[config.mk]
export PLATFORM = sky130hd
export DESIGN_NAME = byte_xform_arbiter
export DESIGN_NICKNAME = d
export VERILOG_FILES = /design/src/rtl/byte_xform_arbiter_pkg.sv /design/src/rtl/byte_xform_arbiter_rr_picker.sv /design/src/rtl/byte_xform_arbiter.sv
export SDC_FILE = /design/constraint.sdc
export NUM_CORES = 1
export LEC_CHECK = 0
export ABC_CLOCK_PERIOD_IN_PS = 3200
export CAP_MARGIN = 20
export CORE_MARGIN = 2
export CORE_UTILIZATION = 35
export CTS_CLUSTER_DIAMETER = 120
export DETAILED_ROUTE_END_ITERATION = 7
export PLACE_DENSITY = 0.68
export SYNTH_ARGS = -nofsm -noshare
export SYNTH_HDL_FRONTEND = slang
export SYNTH_SLANG_ARGS = --single-unit
[constraint.sdc]
create_clock -name clk -period 3.2 [get_ports clk]
set_input_delay 0.48 -clock clk [delete_from_list [all_inputs] [get_ports clk]]
set_output_delay 0.48 -clock clk [all_outputs]
set_load 0.02 [all_outputs]
[src/rtl/byte_xform_arbiter_pkg.sv]
// Shared types for the byte transform arbiter: operand/result bytes,
// requester index width and FSM state encoding.
typedef logic [7:0] x_t;

package byte_xform_arbiter_pkg;

    typedef logic [7:0] y_t;

    localparam int MAX_REQ = 8;
    localparam int IDX_W   = $clog2(MAX_REQ);

    typedef logic [IDX_W-1:0] req_idx_t;

    localparam logic [1:0] S_IDLE  = 2'd0;
    localparam logic [1:0] S_ISSUE = 2'd1;
    localparam logic [1:0] S_WAIT  = 2'd2;
    localparam logic [1:0] S_RESP  = 2'd3;

    typedef enum logic [1:0] {
        IDLE  = S_IDLE,
        ISSUE = S_ISSUE,
        WAIT  = S_WAIT,
        RESP  = S_RESP
    } arb_state_t;

    // Round-robin successor of idx among num_req requesters.
    function automatic req_idx_t next_idx(input req_idx_t idx, input int num_req);
        if (int'(idx) >= num_req - 1) begin
            return '0;
        end
        return idx + req_idx_t'(1);
    endfunction

endpackage

[src/rtl/byte_xform_arbiter_rr_picker.sv]
// Combinational round-robin picker: first valid index at or after ptr,
// wrapping modulo NUM_REQ.
module rr_picker
    import byte_xform_arbiter_pkg::*;
#(
    parameter int NUM_REQ = 4
)
(
    input  logic [NUM_REQ-1:0] valid,
    input  req_idx_t           ptr,
    output req_idx_t           grant,
    output logic               any_valid
);

    req_idx_t           cand_idx [NUM_REQ];
    logic [NUM_REQ-1:0] cand_valid;

    // Candidate gi is the requester gi places after ptr in round-robin order.
    for (genvar gi = 0; gi < NUM_REQ; gi++) begin : g_cand
        logic [IDX_W:0] sum;
        logic [IDX_W:0] wrapped;

        assign sum           = {1'b0, ptr} + (IDX_W+1)'(gi);
        assign wrapped       = (sum >= (IDX_W+1)'(NUM_REQ)) ? sum - (IDX_W+1)'(NUM_REQ) : sum;
        assign cand_idx[gi]  = wrapped[IDX_W-1:0];
        assign cand_valid[gi] = |(valid & (NUM_REQ'(1) << wrapped));
    end

    always_comb begin
        grant = '0;
        for (int i = NUM_REQ - 1; i >= 0; i--) begin
            if (cand_valid[i]) begin
                grant = cand_idx[i];
            end
        end
    end

    assign any_valid = |valid;

endmodule

[src/rtl/byte_xform_arbiter.sv]
// Round-robin arbiter sharing one byte transform unit among NUM_REQ requesters,
// one transaction in flight, with a done timeout.
module byte_xform_arbiter
    import byte_xform_arbiter_pkg::*;
#(
    parameter int NUM_REQ = 4,
    parameter int TIMEOUT = 15
)
(
    input  logic               clk,
    input  logic               rst_n,
    input  logic [NUM_REQ-1:0] req_valid,
    output logic [NUM_REQ-1:0] req_ready,
    input  x_t                 req_data [NUM_REQ],
    output logic [NUM_REQ-1:0] rsp_valid,
    output y_t                 rsp_data,
    output logic               rsp_err,
    output logic               unit_start,
    output x_t                 unit_x,
    input  logic               unit_done,
    input  y_t                 unit_y
);

    localparam logic [7:0] TIMEOUT_LAST = 8'(TIMEOUT - 1);

    arb_state_t state_reg, state_next;
    req_idx_t   rr_ptr_reg, rr_ptr_next;
    req_idx_t   grant_reg, grant_next;
    x_t         data_reg, data_next;
    logic [7:0] wait_cnt_reg, wait_cnt_next;
    y_t         result_reg, result_next;
    logic       err_reg, err_next;

    req_idx_t pick_idx;
    logic     pick_any;
    x_t       pick_data;
    logic     ready_en;
    logic     handshake;

    rr_picker #(
        .NUM_REQ   (NUM_REQ)
    ) u_picker (
        .valid     (req_valid),
        .ptr       (rr_ptr_reg),
        .grant     (pick_idx),
        .any_valid (pick_any)
    );

    // Ready is held low while reset is asserted even though the state is IDLE.
    assign ready_en  = rst_n && (state_reg == IDLE) && pick_any;
    assign handshake = |(req_valid & req_ready);

    for (genvar gi = 0; gi < NUM_REQ; gi++) begin : g_onehot
        assign req_ready[gi] = ready_en && (pick_idx == req_idx_t'(gi));
        assign rsp_valid[gi] = (state_reg == RESP) && (grant_reg == req_idx_t'(gi));
    end

    always_comb begin
        pick_data = '0;
        for (int i = 0; i < NUM_REQ; i++) begin
            if (pick_idx == req_idx_t'(i)) begin
                pick_data = req_data[i];
            end
        end
    end

    always_comb begin
        state_next    = state_reg;
        rr_ptr_next   = rr_ptr_reg;
        grant_next    = grant_reg;
        data_next     = data_reg;
        wait_cnt_next = wait_cnt_reg;
        result_next   = result_reg;
        err_next      = err_reg;
        case (state_reg)
            IDLE: begin
                if (handshake) begin
                    data_next     = pick_data;
                    grant_next    = pick_idx;
                    wait_cnt_next = '0;
                    state_next    = ISSUE;
                end
            end
            ISSUE, WAIT: begin
                // A done arriving on the last allowed cycle beats the timeout.
                if (unit_done) begin
                    result_next = unit_y;
                    err_next    = 1'b0;
                    state_next  = RESP;
                end else if (wait_cnt_reg == TIMEOUT_LAST) begin
                    wait_cnt_next = wait_cnt_reg + 8'd1;
                    result_next   = '0;
                    err_next      = 1'b1;
                    state_next    = RESP;
                end else begin
                    wait_cnt_next = wait_cnt_reg + 8'd1;
                    state_next    = WAIT;
                end
            end
            RESP: begin
                rr_ptr_next = next_idx(grant_reg, NUM_REQ);
                state_next  = IDLE;
            end
            default: begin
                state_next = IDLE;
            end
        endcase
    end

    always_ff @(posedge clk or negedge rst_n) begin
        if (!rst_n) begin
            state_reg    <= IDLE;
            rr_ptr_reg   <= '0;
            grant_reg    <= '0;
            data_reg     <= '0;
            wait_cnt_reg <= '0;
            result_reg   <= '0;
            err_reg      <= 1'b0;
        end else begin
            state_reg    <= state_next;
            rr_ptr_reg   <= rr_ptr_next;
            grant_reg    <= grant_next;
            data_reg     <= data_next;
            wait_cnt_reg <= wait_cnt_next;
            result_reg   <= result_next;
            err_reg      <= err_next;
        end
    end

    assign unit_start = (state_reg == ISSUE);
    assign unit_x     = data_reg;
    assign rsp_data   = (state_reg == RESP) ? result_reg : '0;
    assign rsp_err    = (state_reg == RESP) && err_reg;

endmodule

==> impl_metrics.csv, run 1 <==
group,metric,value,unit
run_status,status,"completed",
power_and_ir_drop,leakagePower,1.78,nW
setup_path,critPathMaxStageDelay,0.42,ns
logic_synthesis,synth-seq-cells,33,
setup_path,crit_type,"reg -> out",
setup_path,start_kind,"flip-flop",
setup_path,end_kind,"output port",
die,num_rows,31,
detailed_routing,antenna_left,0,
timing,fin_worst_skew,0.00787,ns
logic_synthesis,synth_area,0.00255,mm2
clock_tree,clock_tree.buffer_depth,2,
cells_and_area,antenna_cells,0,
cells_and_area,fill_cells,668,
timing,fin_ws,0.0474,ns
power_and_ir_drop,seqPwrFrac,19.8,%
placed_design,io_buffer_count,72,
timing,final_max_slew_viol_count,0,
global_routing,grt-ovfl-total,0,
global_routing,grt_max_degree,34,
setup_path,crit_fanout,5,
setup_path,cp_slowest_cell,"a2111oi_2",
timing,finalHoldViolCount,0,
logic_synthesis,synth_cell_types,56,
cells_and_area,final_cell_mix,"clkdlybuf4s50_1, buf_4, dfrtp_1",
timing,slew_headroom,71.8,%
cells_and_area,finish.utilization,53.6,%
clock_tree,cts.sinks,33,
die,ios,73,
power_and_ir_drop,switching_power,0.00164,W
setup_path,worstPathRequired,2.72,ns
setup_path,path_cells,"buf_4 -> ha_1 -> a22o_1 -> a2111oi_2 -> nor2_1 -> o31a_1 -> nand2_1 -> nor2_2 -> dlygate4sd2_1",
placed_design,dp_hpwl,5080,um
detailed_routing,viasPerCell,5.02,
timing,rsz0062_at_grt,"true",
detailed_routing,routed_wl,6900,um
clock_tree,cts_root_buf,"clkbuf_8",
detailed_routing,drtIter0Drc,124,
cells_and_area,drive_above_1_share,21.7,%
clock_tree,clk_pin_slew,0.06,ns
power_and_ir_drop,power.density,994,mW/mm2
clock_tree,htreeDepth,2,
global_routing,grt_pass1_vias,2269,
hold_path,min_path_type,"reg -> reg",
detailed_routing,drc,0,
clock_tree,cts_inserted_buffers,5,
logic_synthesis,postSynthAreaPerCell,9.36,um2
cells_and_area,finalNetCount,444,
logic_synthesis,syn_inst,272,
setup_path,path_delay_family,"compound AO/OA/AOI/OAI gates",
job,maxCapViolations,0,
power_and_ir_drop,comb_power_share,69.6,%
logic_synthesis,synth_nets,335,
cells_and_area,mostFrequentLayoutCell,"clkdlybuf4s50_1",
timing,tightest_slew,0.423,ns
die,dieArea,0.00797,mm2
detailed_routing,first_pass_iters,4,
placed_design,place_ws,-0.171,ns
power_and_ir_drop,pwr-share-clk,10.6,%
die,coreArea,0.00714,mm2
timing,min_period_over_period,98.5,%
setup_path,worstPathArrival,2.67,ns
clock_tree,clock_latency,0.28,ns
clock_tree,cts_tree,"done",
detailed_routing,wl_per_cell,14.4,um
global_routing,grt_pass1_wl,10600,um
logic_synthesis,ys.flop_type,"dfrtp_1",
power_and_ir_drop,ir_drop,0.406,mV
die,die_w,89.3,um
logic_synthesis,yosysSeqAreaShare,32.4,%
global_routing,antenna_found_initial,0,
timing,fin_crit,3.15,ns
logic_synthesis,ys_async_sr_fraction,100,%
power_and_ir_drop,p_sw_share,43.1,%
die,start_util,35.7,%
detailed_routing,num_vias,2414,
logic_synthesis,synth_edf_count,0,
cells_and_area,syn_to_final_growth,50.3,%
die,die_h,89.3,um
timing,finalSetupViolations,0,
timing,fmax,317,MHz
global_routing,grt_util_all_layers,16.8,%
logic_synthesis,ys_warn_count,0,
setup_path,critical_path_buf_inv_count,2,
placed_design,gp_congestion,0.911,
power_and_ir_drop,power.internal,0.00216,W
==> per-layer routing <==
layer  GRT usage, %  wire length, um
met4           5.29              114
met1           22.3             3060
met3           2.68              304
met2           28.0             3420
met5              0                0
==> power by group through the flow <==
| stage | sequential [W] | clock (W) | combinational (W) |
|---|---|---|---|
| final | 0.000751 | 0.000403 | 0.00265 |
| after global routing | 0.000779 | 0.000429 | 0.00290 |
| after CTS | 0.000748 | 0.000412 | 0.00255 |
| after detailed placement | 0.000758 | 0 | 0.00251 |
| after global placement | 0.000744 | 0 | 0.00248 |
| after floorplan | 0.000790 | 0 | 0.00163 |
==> worst reg2reg max path, stage by stage (launching register included) <==
cell      delay [ns]
dfrtp_1         0.42
inv_2           0.08
ha_2            0.22
a222oi_1        0.32
buf_4           0.18
o21ai_2         0.09
a31o_2          0.25
a21o_1          0.17
buf_4           0.16
buf_4           0.15
a311o_2         0.39
nand3b_4        0.17
mux2_2          0.35
==> synthesized netlist by cell type, types with 2 or more instances <==
master	count	share of area, %
inv_1	14	2.1
dfrtp_1	33	32
mux2_2	2	0.88
o21ai_0	9	1.8
mux2_4	7	4.1
buf_2	2	0.39
a22oi_1	4	1.2
nand3_1	13	2.6
and2_1	15	3.7
nor2b_1	3	0.74
nor2_1	11	1.6
o211ai_1	3	0.88
nand2_1	29	4.3
clkbuf_1	7	1.0
a21oi_1	10	2.0
a22o_1	3	1.0
and3_1	7	1.7
a221o_1	6	2.4
nor3_1	10	2.0
nand2b_1	3	0.74
mux2i_1	27	11
ha_1	16	7.9
buf_6	3	1.3
nand4_1	3	0.74
==> area by class of cell <==
type                    instances  area [um2]  share of cell area, %
multi-input cells             212        1670                   43.7
repair buffers                114        1030                   26.9
flip-flops and latches         33         826                   21.6
well taps                      99         124                   3.24
clock buffers                   7        86.3                   2.26
inverters                      15        56.3                   1.47
clock inverters                 1        30.0                  0.785
==> stage by stage <==
| stage | TNS (ns) | power [W] | area [um2] | cells | hold WS [ns] |
|---|---|---|---|---|---|
| 2_1_floorplan | -0.00175 | 0.00242 | 2580 | 272 | 0.184 |
| 3_3_place_gp | -1.05 | 0.00323 | 3630 | 468 | 0.473 |
| 3_5_place_dp | -1.48 | 0.00327 | 3630 | 468 | 0.482 |
| 4_1_cts | 0 | 0.00371 | 3760 | 476 | 0.499 |
| 5_1_grt | -0.0656 | 0.00411 | 3830 | 481 | 0.531 |
| 6_report | 0 | 0.00380 | 3830 | 481 | 0.498 |
==> path summary, 6_finish.rpt <==
path                                                 from                         to  slack (ns)  depth (start not counted)
worst min register to register  result_reg[0]$_DFFE_PN0P_  result_reg[0]$_DFFE_PN0P_        0.50                          2
max in group asynchronous                           rst_n  rr_ptr_reg[1]$_DFFE_PN0P_        2.27                          2
worst max register to register  rr_ptr_reg[0]$_DFFE_PN0P_   state_reg[0]$_DFFE_PN0P_        0.13                         12
worst min-delay path            result_reg[0]$_DFFE_PN0P_  result_reg[0]$_DFFE_PN0P_        0.50                          2
min in group asynchronous                           rst_n      unit_x[7]$_DFFE_PN0P_        0.62                          2
worst max-delay path            rr_ptr_reg[1]$_DFFE_PN0P_               req_ready[0]        0.05                          9
==> kinds of logic after synthesis <==
kind of cell / share of synthesized area (%)
compound gates: 16.0
fa+ha+maj: 7.86
buf+inv: 5.26
flops: 32.4
mux: 15.6
simple gates: 22.8
==> repair_timing <==
| action | 4_1_cts | 5_1_grt |
|---|---|---|
| endpoints found under the setup margin | 4 | 16 |
| gates cloned | 0 | 1 |
| buffers inserted | 0 | 4 |
| hold buffers | 0 | 0 |
| gates resized for setup | 11 | 14 |
| pin swaps | 1 | 2 |
Note: power is estimated with default switching activity, not from simulation.
==> run 2: changes to the inputs <==
--- a/config.mk
+++ b/config.mk
@@ -11,6 +11,7 @@
 export CORE_UTILIZATION = 35
 export CTS_CLUSTER_DIAMETER = 120
 export DETAILED_ROUTE_END_ITERATION = 7
+export MAX_ROUTING_LAYER = met4
 export PLACE_DENSITY = 0.68
 export SYNTH_ARGS = -nofsm -noshare
 export SYNTH_HDL_FRONTEND = slang
==> impl_metrics.csv, run 2 (same netlist as run 1, synthesis figures left out) <==
group,metric,value,unit
cells_and_area,multi_input_area,0.00164,mm2
cells_and_area,final_cell_mix,"clkdlybuf4s50_1, buf_4, dfrtp_1",
setup_path,crit_type,"in -> out",
power_and_ir_drop,p_sw_share,43.3,%
clock_tree,htreeDepth,2,
global_routing,grt_max_degree,34,
timing,fin_ws,0.156,ns
power_and_ir_drop,switching_power,0.00160,W
clock_tree,cts_tree,"done",
clock_tree,cts_inserted_buffers,5,
detailed_routing,drtIter0Drc,64,
setup_path,cp_slowest_cell,"clkdlybuf4s50_1",
detailed_routing,num_vias,2415,
hold_path,min_path_type,"reg -> reg",
setup_path,path_common_cell,"buf_4",
die,start_util,35.7,%
cells_and_area,drive_above_1_share,20.2,%
timing,fin_worst_skew,0.00951,ns
detailed_routing,wl_per_cell,14.1,um
clock_tree,cts_root_buf,"clkbuf_8",
timing,finalHoldViolCount,0,
setup_path,r2r_start,"rr_ptr_reg[0]$_DFFE_PN0P_",
power_and_ir_drop,power.internal,0.00210,W
detailed_routing,drc,0,
global_routing,grt_pass1_wl,10500,um
global_routing,grt_busiest_layer,"met2",
timing,rsz0062_at_grt,"false",
timing,tightest_slew,0.435,ns
global_routing,met2_usage,27.3,%
global_routing,grt_util_all_layers,17.3,%
global_routing,grt-ovfl-total,0,
clock_tree,clk_pin_slew,0.07,ns
setup_path,worstPathArrival,2.56,ns
setup_path,worstPathRequired,2.72,ns
job,maxCapViolations,0,
setup_path,path_delay_family,"buffers and inverters",
detailed_routing,routed_wl,6730,um
power_and_ir_drop,pwr-share-clk,11.0,%
placed_design,placed_cell_area,0.00363,mm2
setup_path,cp-startpoint,"req_valid[3]",
die,dieArea,0.00797,mm2
power_and_ir_drop,power.density,986,mW/mm2
placed_design,io_buffer_count,72,
placed_design,place_ws,-0.198,ns
die,die_h,89.3,um
detailed_routing,first_pass_iters,4,
timing,min_period_over_period,95.1,%
cells_and_area,mostFrequentLayoutCell,"clkdlybuf4s50_1",
cells_and_area,fill_cells,689,
cells_and_area,antenna_cells,0,
detailed_routing,antenna_left,0,
clock_tree,hold_buffers,0,
setup_path,end_kind,"output port",
clock_tree,clock_tree.buffer_depth,2,
cells_and_area,finish.utilization,52.7,%
power_and_ir_drop,seqPwrFrac,20.4,%
power_and_ir_drop,comb_power_share,68.6,%
global_routing,grtUsageMet3,3.51,%
timing,finalSetupViolations,0,
placed_design,dp_hpwl,5080,um
power_and_ir_drop,leakagePower,1.74,nW
run_status,status,"completed",
setup_path,critical_path_buf_inv_count,4,
setup_path,start_kind,"primary input",
setup_path,path_cells,"clkdlybuf4s50_1 -> buf_4 -> a22oi_1 -> and2_1 -> buf_4 -> nand2b_1 -> a21oi_2 -> nor2b_2 -> clkdlybuf4s15_1",
setup_path,critPathMaxStageDelay,0.52,ns
die,ios,73,
detailed_routing,viasPerCell,5.07,
die,num_rows,31,
clock_tree,clock_latency,0.29,ns
die,coreArea,0.00714,mm2
cells_and_area,syn_to_final_growth,47.6,%
power_and_ir_drop,ir_drop,0.354,mV
die,die_w,89.3,um
cells_and_area,finalNetCount,439,
timing,slew_headroom,71.0,%
setup_path,crit_fanout,6,
timing,fin_crit,3.04,ns
placed_design,gp_congestion,0.891,
clock_tree,cts.sinks,33,
global_routing,grt_pass1_vias,2300,
global_routing,antenna_found_initial,0,
global_routing,grtUsageMet1,22.5,%
timing,fmax,329,MHz
hold_path,worstHoldStart,"result_reg[6]$_DFFE_PN0P_",
cells_and_area,regArea,826,um2
cells_and_area,postLayoutCellArea,0.00376,mm2
timing,final_max_slew_viol_count,0,
==> run 2: through the flow <==
step,setup TNS (ns),power [W],hold WS (ns),cells
2_1_floorplan,-0.00175,0.00242,0.184,272
3_3_place_gp,-0.790,0.00323,0.472,467
3_5_place_dp,-1.23,0.00327,0.479,467
4_1_cts,0,0.00372,0.498,476
5_1_grt,0,0.00400,0.532,476
6_report,0,0.00371,0.494,476
==> run 2: area by class of cell <==
type | instances | share of cell area (%)
timing repair buffer | 110 | 26.5
clock inverter | 2 | 0.999
inverter | 15 | 1.50
tap | 99 | 3.30
clock buffer | 6 | 2.20
multi-input combinational | 211 | 43.6
sequential | 33 | 22.0
==> run 2: final timing paths <==
| kind | depth (start not counted) | slack (ns) | end |
|---|---|---|---|
| min in group asynchronous | 2 | 0.62 | wait_cnt_reg[2]$_DFFE_PN0P_ |
| worst min register to register | 2 | 0.49 | result_reg[6]$_DFFE_PN0P_ |
| worst max-delay path | 9 | 0.16 | req_ready[1] |
| worst min-delay path | 2 | 0.49 | result_reg[6]$_DFFE_PN0P_ |
| worst max register to register | 11 | 0.16 | wait_cnt_reg[2]$_DFFE_PN0P_ |
| max in group asynchronous | 2 | 2.27 | rr_ptr_reg[1]$_DFFE_PN0P_ |
==> run 2: repair_timing <==
action,in CTS,in global routing
pin swaps,0,0
endpoints found under the setup margin,4,22
buffers inserted,1,0
gates resized for setup,10,9
==> run 2: metal layers <==
metal | vias to the layer above | share of wire (%)
met5 | - | 0
met4 | 0 | 1.3
met3 | 9 | 4.9
met2 | 72 | 48
met1 | 1140 | 46
li1 | 1194 | -
==> run 2: worst reg2reg max path: cells and delay by family (launching register included) <==
family,cells,cell delay (ns)
simple gates,2,0.60
buf+inv,3,0.42
compound gates,5,1.29
fa+ha+maj,1,0.22
flops,1,0.41
==> run 2: power by group through the flow <==
stage	registers [W]	logic [W]	clock network, W
floorplan	0.000790	0.00163	0
global placement	0.000745	0.00248	0
detailed placement	0.000758	0.00251	0
CTS	0.000754	0.00255	0.000417
global route	0.000783	0.00278	0.000437
finish	0.000754	0.00254	0.000408
